$ cat src/rtl/sha256_pkg.sv
// Shared SHA-256 definitions: word type, schedule sigma functions and the schedule length.
package sha256_pkg;

  localparam int unsigned SHA256_WORDS = 64;

  typedef logic [31:0] sha256_word_t;

  typedef enum logic {StIdle, StIssue} issue_state_e;

  function automatic sha256_word_t sha256_sigma0(sha256_word_t x);
    return {x[6:0], x[31:7]} ^ {x[17:0], x[31:18]} ^ {3'b000, x[31:3]};
  endfunction

  function automatic sha256_word_t sha256_sigma1(sha256_word_t x);
    return {x[16:0], x[31:17]} ^ {x[18:0], x[31:19]} ^ {10'd0, x[31:10]};
  endfunction

endpackage

$ cat src/rtl/sha256_w_next.sv
// Next message-schedule word from a 16-word window whose oldest entry is w_t0.
module sha256_w_next
  import sha256_pkg::*;
(
  input  logic [31:0] w_t0,
  input  logic [31:0] w_t1,
  input  logic [31:0] w_t9,
  input  logic [31:0] w_t14,
  output logic [31:0] w_next
);

  assign w_next = sha256_sigma1(w_t14) + w_t9 + sha256_sigma0(w_t1) + w_t0;

endmodule

$ cat src/rtl/sha256_w_stream_issuer.sv
// Accepts a 512-bit block and streams W0..W(ROUNDS-1) with valid/ready, using a rolling
// 16-word window. ROUNDS must lie in 16..64.
module sha256_w_stream_issuer
  import sha256_pkg::*;
#(
  parameter int unsigned ROUNDS = SHA256_WORDS
) (
  input  logic         CLK,
  input  logic         RST,
  input  logic         blk_valid,
  output logic         blk_ready,
  input  logic [511:0] block_in,
  output logic         w_valid,
  input  logic         w_ready,
  output logic [31:0]  w_out,
  output logic [5:0]   w_idx,
  output logic         w_last,
  output logic         busy
);

  localparam logic [5:0] LastIdx = 6'(ROUNDS - 1);

  issue_state_e state_q, state_d;
  logic [31:0]  win_q [16];
  logic [31:0]  win_d [16];
  logic [5:0]   idx_q, idx_d;
  logic [31:0]  w_new;
  logic         word_hs, accept;

  sha256_w_next u_w_next (
    .w_t0   (win_q[0]),
    .w_t1   (win_q[1]),
    .w_t9   (win_q[9]),
    .w_t14  (win_q[14]),
    .w_next (w_new)
  );

  assign w_valid   = (state_q == StIssue);
  assign busy      = w_valid;
  assign w_out     = win_q[0];
  assign w_idx     = idx_q;
  assign w_last    = w_valid && (idx_q == LastIdx);
  assign word_hs   = w_valid && w_ready;
  // The final handshake of a block doubles as a load slot so blocks chain without a bubble.
  assign blk_ready = (state_q == StIdle) || (word_hs && w_last);
  assign accept    = blk_valid && blk_ready;

  always_comb begin
    state_d = state_q;
    idx_d   = idx_q;
    win_d   = win_q;
    if (accept) begin
      state_d = StIssue;
      idx_d   = '0;
      for (int i = 0; i < 16; i++) begin
        win_d[i] = block_in[511 - 32*i -: 32];
      end
    end else if (word_hs) begin
      if (w_last) begin
        state_d = StIdle;
        idx_d   = '0;
      end else begin
        idx_d = idx_q + 6'd1;
        for (int i = 0; i < 15; i++) begin
          win_d[i] = win_q[i+1];
        end
        win_d[15] = w_new;
      end
    end
  end

  always_ff @(posedge CLK or negedge RST) begin
    if (!RST) begin
      state_q <= StIdle;
      idx_q   <= '0;
      for (int i = 0; i < 16; i++) begin
        win_q[i] <= '0;
      end
    end else begin
      state_q <= state_d;
      idx_q   <= idx_d;
      win_q   <= win_d;
    end
  end

endmodule

$ cat config.mk
export PLATFORM = sky130hd
export DESIGN_NAME = sha256_w_stream_issuer
export DESIGN_NICKNAME = d
export VERILOG_FILES = /design/src/rtl/sha256_pkg.sv /design/src/rtl/sha256_w_next.sv /design/src/rtl/sha256_w_stream_issuer.sv
export SDC_FILE = /design/constraint.sdc
export NUM_CORES = 1
export LEC_CHECK = 0
export CORE_ASPECT_RATIO = 0.6
export CORE_MARGIN = 1
export CORE_UTILIZATION = 25
export DETAILED_ROUTE_END_ITERATION = 16
export GPL_TIMING_DRIVEN = 0
export MAX_ROUTING_LAYER = met4
export PLACE_DENSITY = 0.44
export SYNTH_ARGS = -nofsm -noshare
export SYNTH_HDL_FRONTEND = slang
export SYNTH_SLANG_ARGS = --single-unit
$ cat constraint.sdc
create_clock -name CLK -period 6.8 [get_ports CLK]
set_clock_uncertainty 0.05 [all_clocks]
set_input_delay 1.36 -clock CLK [delete_from_list [all_inputs] [get_ports CLK]]
set_output_delay 1.36 -clock CLK [all_outputs]
set_load 0.03 [all_outputs]
# After elaboration in Yosys (flattened, before gate mapping)
# Index checks and enable logic that the tools add are counted.
dict set report word_totals {
  ff_bits 519
  inputBits 516
  wordCells 47
}
dict set report op_classes {
  addsub 4
  eq_ne 2
  muxes 9
  n_bitwise 5
  n_reduce_logical 9
}
# operator n
set op_table {}
lappend op_table {{two-way mux 512 bit} 3}
lappend op_table {{adder 32 bit} 3}
lappend op_table {{XOR 32 bit} 2}
lappend op_table {{XOR 32 x 22 -> 32 bit} 1}
lappend op_table {{XOR 32 x 29 -> 32 bit} 1}
lappend op_table {{two-way mux 6 bit} 3}
lappend op_table {{adder 6 x 1 -> 6 bit, second input constant} 1}
lappend op_table {{== test 6 bit, second input constant} 1}
lappend op_table {{logical AND 1 bit} 4}
lappend op_table {{AND reduction 2 bit} 2}
lappend op_table {{nonzero test 2 bit} 2}
lappend op_table {{two-way mux 1 bit} 3}
lappend op_table {{!= test 2 x 1 -> 1 bit, second input constant} 1}
lappend op_table {{logical OR 1 bit} 1}
lappend op_table {{inverter 1 bit} 1}

# Longest topological paths before layout
dict set report logic_depth {
  depth_word 8
  mapped_depth 17
  mapped_depth_nobuf 15
}

# Cells and area by module
# A second synthesis with hierarchy kept.
dict set report hier_totals {
  hier_cells 3417
  area_unflattened_um2 28302.1
}
# module n_inst cells_per_inst area_each_um2
set modules_own_cells {}
lappend modules_own_cells {sha256_w_stream_issuer 1 2871 23816.6}
lappend modules_own_cells {sha256_w_next 1 546 4485.6}

# Least setup slack after synthesis
# OpenSTA, ideal clock, no wires.
dict set report synth_timing {
  kind {reg2reg}
  from {register win_q[456] in the netlist's numbering}
  to {register win_q[27] in the netlist's numbering}
  setup_ps 77
  arrival_ps 3963
  required_time_ps 6673
  path_slack_ps 2709
  stages_incl_launch_ff 16
  synth_period_minus_slack_ps 4091
  cell_sequence {dfrtp_1 clkbuf_1 xnor2_1 xnor2_1 fa_1 fa_1 ha_1 fa_1 a211oi_1 o211ai_1 a221oi_2 o221ai_2 a21oi_2 nor2_1 mux2_2 a21oi_1}
}
dict set report synth_via {
  elab_chain_cells 7
}
# item line
set synth_lines {}
lappend synth_lines {{from (decl)} sha256_w_stream_issuer.sv:24} ;# logic [31:0] win_q [16];
lappend synth_lines {{from (signal assigned)} sha256_w_stream_issuer.sv:82} ;# win_q <= win_d;
lappend synth_lines {{XOR 32 bit} sha256_pkg.sv:11} ;# return {x[6:0], x[31:7]} ^ {x[17:0], x[31:18]} ^ {3'b000, x[31:3]};
lappend synth_lines {{XOR 32 x 29 -> 32 bit *} sha256_pkg.sv:11}
lappend synth_lines {{adder 32 bit * (2 in series)} sha256_w_next.sv:12} ;# assign w_next = sha256_sigma1(w_t14) + w_t9 + sha256_sigma0(w_t1) + w_t0;
lappend synth_lines {{two-way mux 512 bit *} sha256_w_stream_issuer.sv:59} ;# if (w_last) begin
lappend synth_lines {{two-way mux 512 bit *} sha256_w_stream_issuer.sv:58} ;# end else if (word_hs) begin
lappend synth_lines {{two-way mux 512 bit *} sha256_w_stream_issuer.sv:52} ;# if (accept) begin
# Every way passes the cells marked *; elsewhere a longest branch is shown, timed or not. The select of a mux whose other input is x is not followed.
# A chain may end at the register's enable or synchronous reset.

# Final worst setup path
dict set report layout_timing {
  from {register win_q[50] in the netlist's numbering}
  to {register win_q[27] in the netlist's numbering}
}
dict set report layout_via {
  elab_chain_cells 8
}
# item line
set layout_lines {}
lappend layout_lines {{XOR 32 bit} sha256_pkg.sv:15} ;# return {x[16:0], x[31:17]} ^ {x[18:0], x[31:19]} ^ {10'd0, x[31:10]};
lappend layout_lines {{XOR 32 x 22 -> 32 bit *} sha256_pkg.sv:15}
lappend layout_lines {{adder 32 bit * (3 in series)} sha256_w_next.sv:12}
lappend layout_lines {{two-way mux 512 bit *} sha256_w_stream_issuer.sv:59}
lappend layout_lines {{two-way mux 512 bit *} sha256_w_stream_issuer.sv:58}
lappend layout_lines {{two-way mux 512 bit *} sha256_w_stream_issuer.sv:52}
# Marked as above.

==> flow_summary.toml <==
[global_routing]
grt_max_degree = 113
grt_pass1_vias = 26700
grt_pass1_wl_um = 196000
gr-total-overflow = 0
grtUsageTotal_pct = 25.2
antenna_found_initial = 18

[pwr]
ir_worst_vdd_mv = 0.527
leakage_nw = 15.9
finalPower_w = 0.0212
p_per_area_nw_per_um2 = 566

[cts]
cts_inserted_buffers = 57
tritoncts = "yes"
cts.clk_slew.worst_paths_ns = 0.06
post_cts_resized = 0
clockBufferDepth = 3
insertion_delay_ns = 0.65
htree_levels = 2
cts_hold_buffers = 0
clock-root-buffer = "clkbuf_16"
cts_sinks = 519
cts_setup_buffers = 0

[finish]
utilization_pct = 34.0
fill_cells = 11900
layout.nets = 4664
ff_latch_area_um2 = 13000
multi_input_area_um2 = 13000
area.growth.synth_to_final_pct = 34.3
layout-drive-gt1-share_pct = 5.12

[sta]
clock.fmax_ghz = 0.173
period_needed_ns = 5.77
finalCritPeriodShare_pct = 84.9
hold_viol_final = 0
slew_headroom_pct = 27.8
setup_viol = 0
worst_slew_pin_slew_ns = 1.08
setup-tns-final_ns = 0
rsz0062_at_grt = "false"
slew_violations = 0

[synthesis]
synth_area_um2 = 27900
ys_ff_latch = 519
synth_ff_type = "dfrtp_1"
yosysTopAreaCell = "dfrtp_1"
synth_top_area_share_pct = 46.5
synth_cells = 3434
synth.avg_cell_area_um2 = 8.13
yosys-top-cells-area = "dfrtp_1, nand2_1, a31oi_1"
synth_edf_count = 0
synth_nets = 4044
async_reset_ff_share_pct = 100
synth_cell_types = 55
ys_seq_area_share_pct = 46.5
yosysWarnings = 0

[worst_setup_path]
slowest_stage = "a211oi_1"
cp.required_ns = 7.31
cp-end-kind = "flip-flop"
criticalPathCategory = "reg2reg"
crit_top_cell = "fa_1"
cp-start-kind = "flip-flop"
crit_chain = "clkbuf_1 -> xnor2_1 -> xnor2_1 -> fa_1 -> fa_1 -> ha_1 -> fa_1 -> a211oi_1 -> o211ai_1 -> a221oi_2 -> o221ai_2 -> a21oi_2 -> nor2_1 -> mux2_2 -> a21oi_1"
crit_fanout = 5
slowest_delay_ns = 0.92
cp_data_arrival_time_ns = 6.28
crit_family = "compound AO/OA/AOI/OAI gates"
path_buf_inv = 1

[routing]
via_per_inst = 4.82
drt_iter0_drc = 2661
dr.pass1.iters = 5
vias = 27000
antenna_left = 0
wl_per_cell_um = 25.0
drt_wl_total_um = 140000
drc_errors = 0

[job]
drv_cap = 0

[floorplan]
dieArea_um2 = 113000
die_y_um = 261
core-area_um2 = 110000
placementRows = 94
ios = 558
die_w_um = 433
start_util_pct = 25.3

[placement]
portBuffers = 556
place_congestion = 0.950
hpwl_um = 114000

[status]
status = "finished clean"

[min_path]
hold_class = "reg2reg"
## per-layer routing
| layer | vias up | GRT usage [%] | share of wire, % |
|---|---|---|---|
| li1 | 12500 | - | - |
| met3 | 107 | 5.26 | 7.7 |
| met5 | - | - | 0 |
| met2 | 875 | 34.6 | 41 |
| met4 | 0 | 3.11 | 1.1 |
| met1 | 13500 | 38.1 | 50 |
## power breakdown
| part | internal, W | leakage, nW | total [W] | switching [W] |
|---|---|---|---|---|
| Clock | 0.00192 | 0.969 | 0.00337 | 0.00145 |
| Sequential | 0.00389 | 5.42 | 0.00462 | 0.000731 |
| Combinational | 0.00488 | 9.46 | 0.0132 | 0.00834 |
## tightest hold or removal path: cells and delay by family (launching register included)
kind            cells  cell delay, ns
compound gates      1            0.06
flops               1            0.34
simple gates        1            0.05
## placed cells by master (no fill, tap or decap), types with 5 or more instances in the layout
| cell | Yosys | routed |
|---|---|---|
| a21o_1 | 9 | 9 |
| ha_1 | 32 | 32 |
| inv_1 | 132 | 132 |
| mux2i_1 | 5 | 5 |
| diode_2 | 0 | 13 |
| nand3_1 | 5 | 5 |
| a31oi_1 | 464 | 464 |
| xor2_1 | 23 | 23 |
| a22oi_1 | 11 | 11 |
| a211oi_1 | 5 | 5 |
| buf_1 | 36 | 36 |
| fa_1 | 62 | 62 |
| clkbuf_16 | 0 | 58 |
| nand4_1 | 10 | 10 |
| o21ai_0 | 65 | 65 |
| dfrtp_1 | 519 | 519 |
| xnor2_1 | 120 | 120 |
| buf_4 | 34 | 34 |
| buf_16 | 0 | 5 |
| clkdlybuf4s50_1 | 0 | 555 |
| clkbuf_8 | 0 | 11 |
| a21oi_1 | 79 | 79 |
| bufinv_16 | 0 | 6 |
| clkbuf_1 | 194 | 202 |
| and2_1 | 5 | 5 |
| clkinv_2 | 0 | 11 |
| nor2_1 | 519 | 519 |
| buf_2 | 56 | 56 |
| nand2_1 | 987 | 987 |
| o211ai_1 | 5 | 5 |
## through the flow
stage | area [µm²] | instances | setup slack, ns | hold slack [ns]
floorplan | 27900 | 3434 | 2.71 | 0.400
global placement | 35400 | 5478 | -21.52 | 0.416
detailed placement | 35500 | 5483 | 1.29 | 0.424
CTS | 37500 | 5587 | 1.27 | 0.439
global route | 37500 | 5598 | 0.918 | 0.463
finish | 37500 | 5600 | 1.03 | 0.433
## kinds of logic (layout without fill, tap and decap cells)
kind of cell | Yosys count | after routing | synth area share [%]
AOI/OAI and AO/OA | 667 | 667 | 14.7
xor gates and xnor gates | 143 | 143 | 4.48
adders and majority gates | 94 | 94 | 5.88
buffers and inverters | 454 | 1119 | 6.84
DFF | 519 | 519 | 46.5
muxes | 8 | 8 | 0.300
other | 0 | 13 | 0
and+or+nand+nor | 1549 | 1549 | 21.3
## area by class of cell
type | count | share of cell area [%]
Multi-Input combinational cell | 2461 | 34.7
Timing Repair Buffer | 561 | 15.2
Buffer | 321 | 3.76
Clock inverter | 27 | 0.908
Tap cell | 1488 | 4.96
Antenna cell | 13 | 0.0867
Sequential cell | 519 | 34.6
Clock buffer | 77 | 4.35
Inverter | 133 | 1.33
## cell usage after synthesis, types with 2 or more instances
| library cell | count |
|---|---|
| o21a_1 | 4 |
| fa_1 | 62 |
| o21bai_1 | 3 |
| xor2_1 | 23 |
| a221oi_1 | 3 |
| nor2_1 | 519 |
| ha_1 | 32 |
| a22o_1 | 2 |
| buf_2 | 56 |
| xnor2_1 | 120 |
| o21ai_0 | 65 |
| nor3_1 | 4 |
| mux2_2 | 3 |
| a211oi_1 | 5 |
| and3_1 | 3 |
| nand2_4 | 2 |
| a21oi_2 | 2 |
| and3_4 | 2 |
| nand2b_1 | 2 |
| buf_4 | 34 |
| nand3_1 | 5 |
| nand4_1 | 10 |
| clkbuf_1 | 194 |
| nand2_1 | 987 |
| o211ai_1 | 5 |
| and2_1 | 5 |
| nor2b_1 | 4 |
| a21o_1 | 9 |
| a21boi_0 | 2 |
| mux2i_1 | 5 |
| a22oi_1 | 11 |
| inv_1 | 132 |
| o22a_1 | 2 |
| buf_1 | 36 |
| dfrtp_1 | 519 |
| o31ai_1 | 2 |
| a31oi_1 | 464 |
| a21oi_1 | 79 |
## state kept, by name, indices dropped and copies added (netlist names)
register  count
busy          1
w_idx         6
w_out        32
win_q       480
## worst paths after layout
check / start / endpoint / slack (ns) / cells past startpoint
min in group asynchronous: RST / w_out[27] / 0.57 / 1
max: win_q[50] / win_q[27] / 1.03 / 15
max in group asynchronous: RST / win_q[285] / 4.69 / 3
max reg2reg: win_q[50] / win_q[27] / 1.03 / 15
min reg2reg: win_q[243] / win_q[243] / 0.43 / 2
min: win_q[243] / win_q[243] / 0.43 / 2
Power figures use the tool's default switching activity.
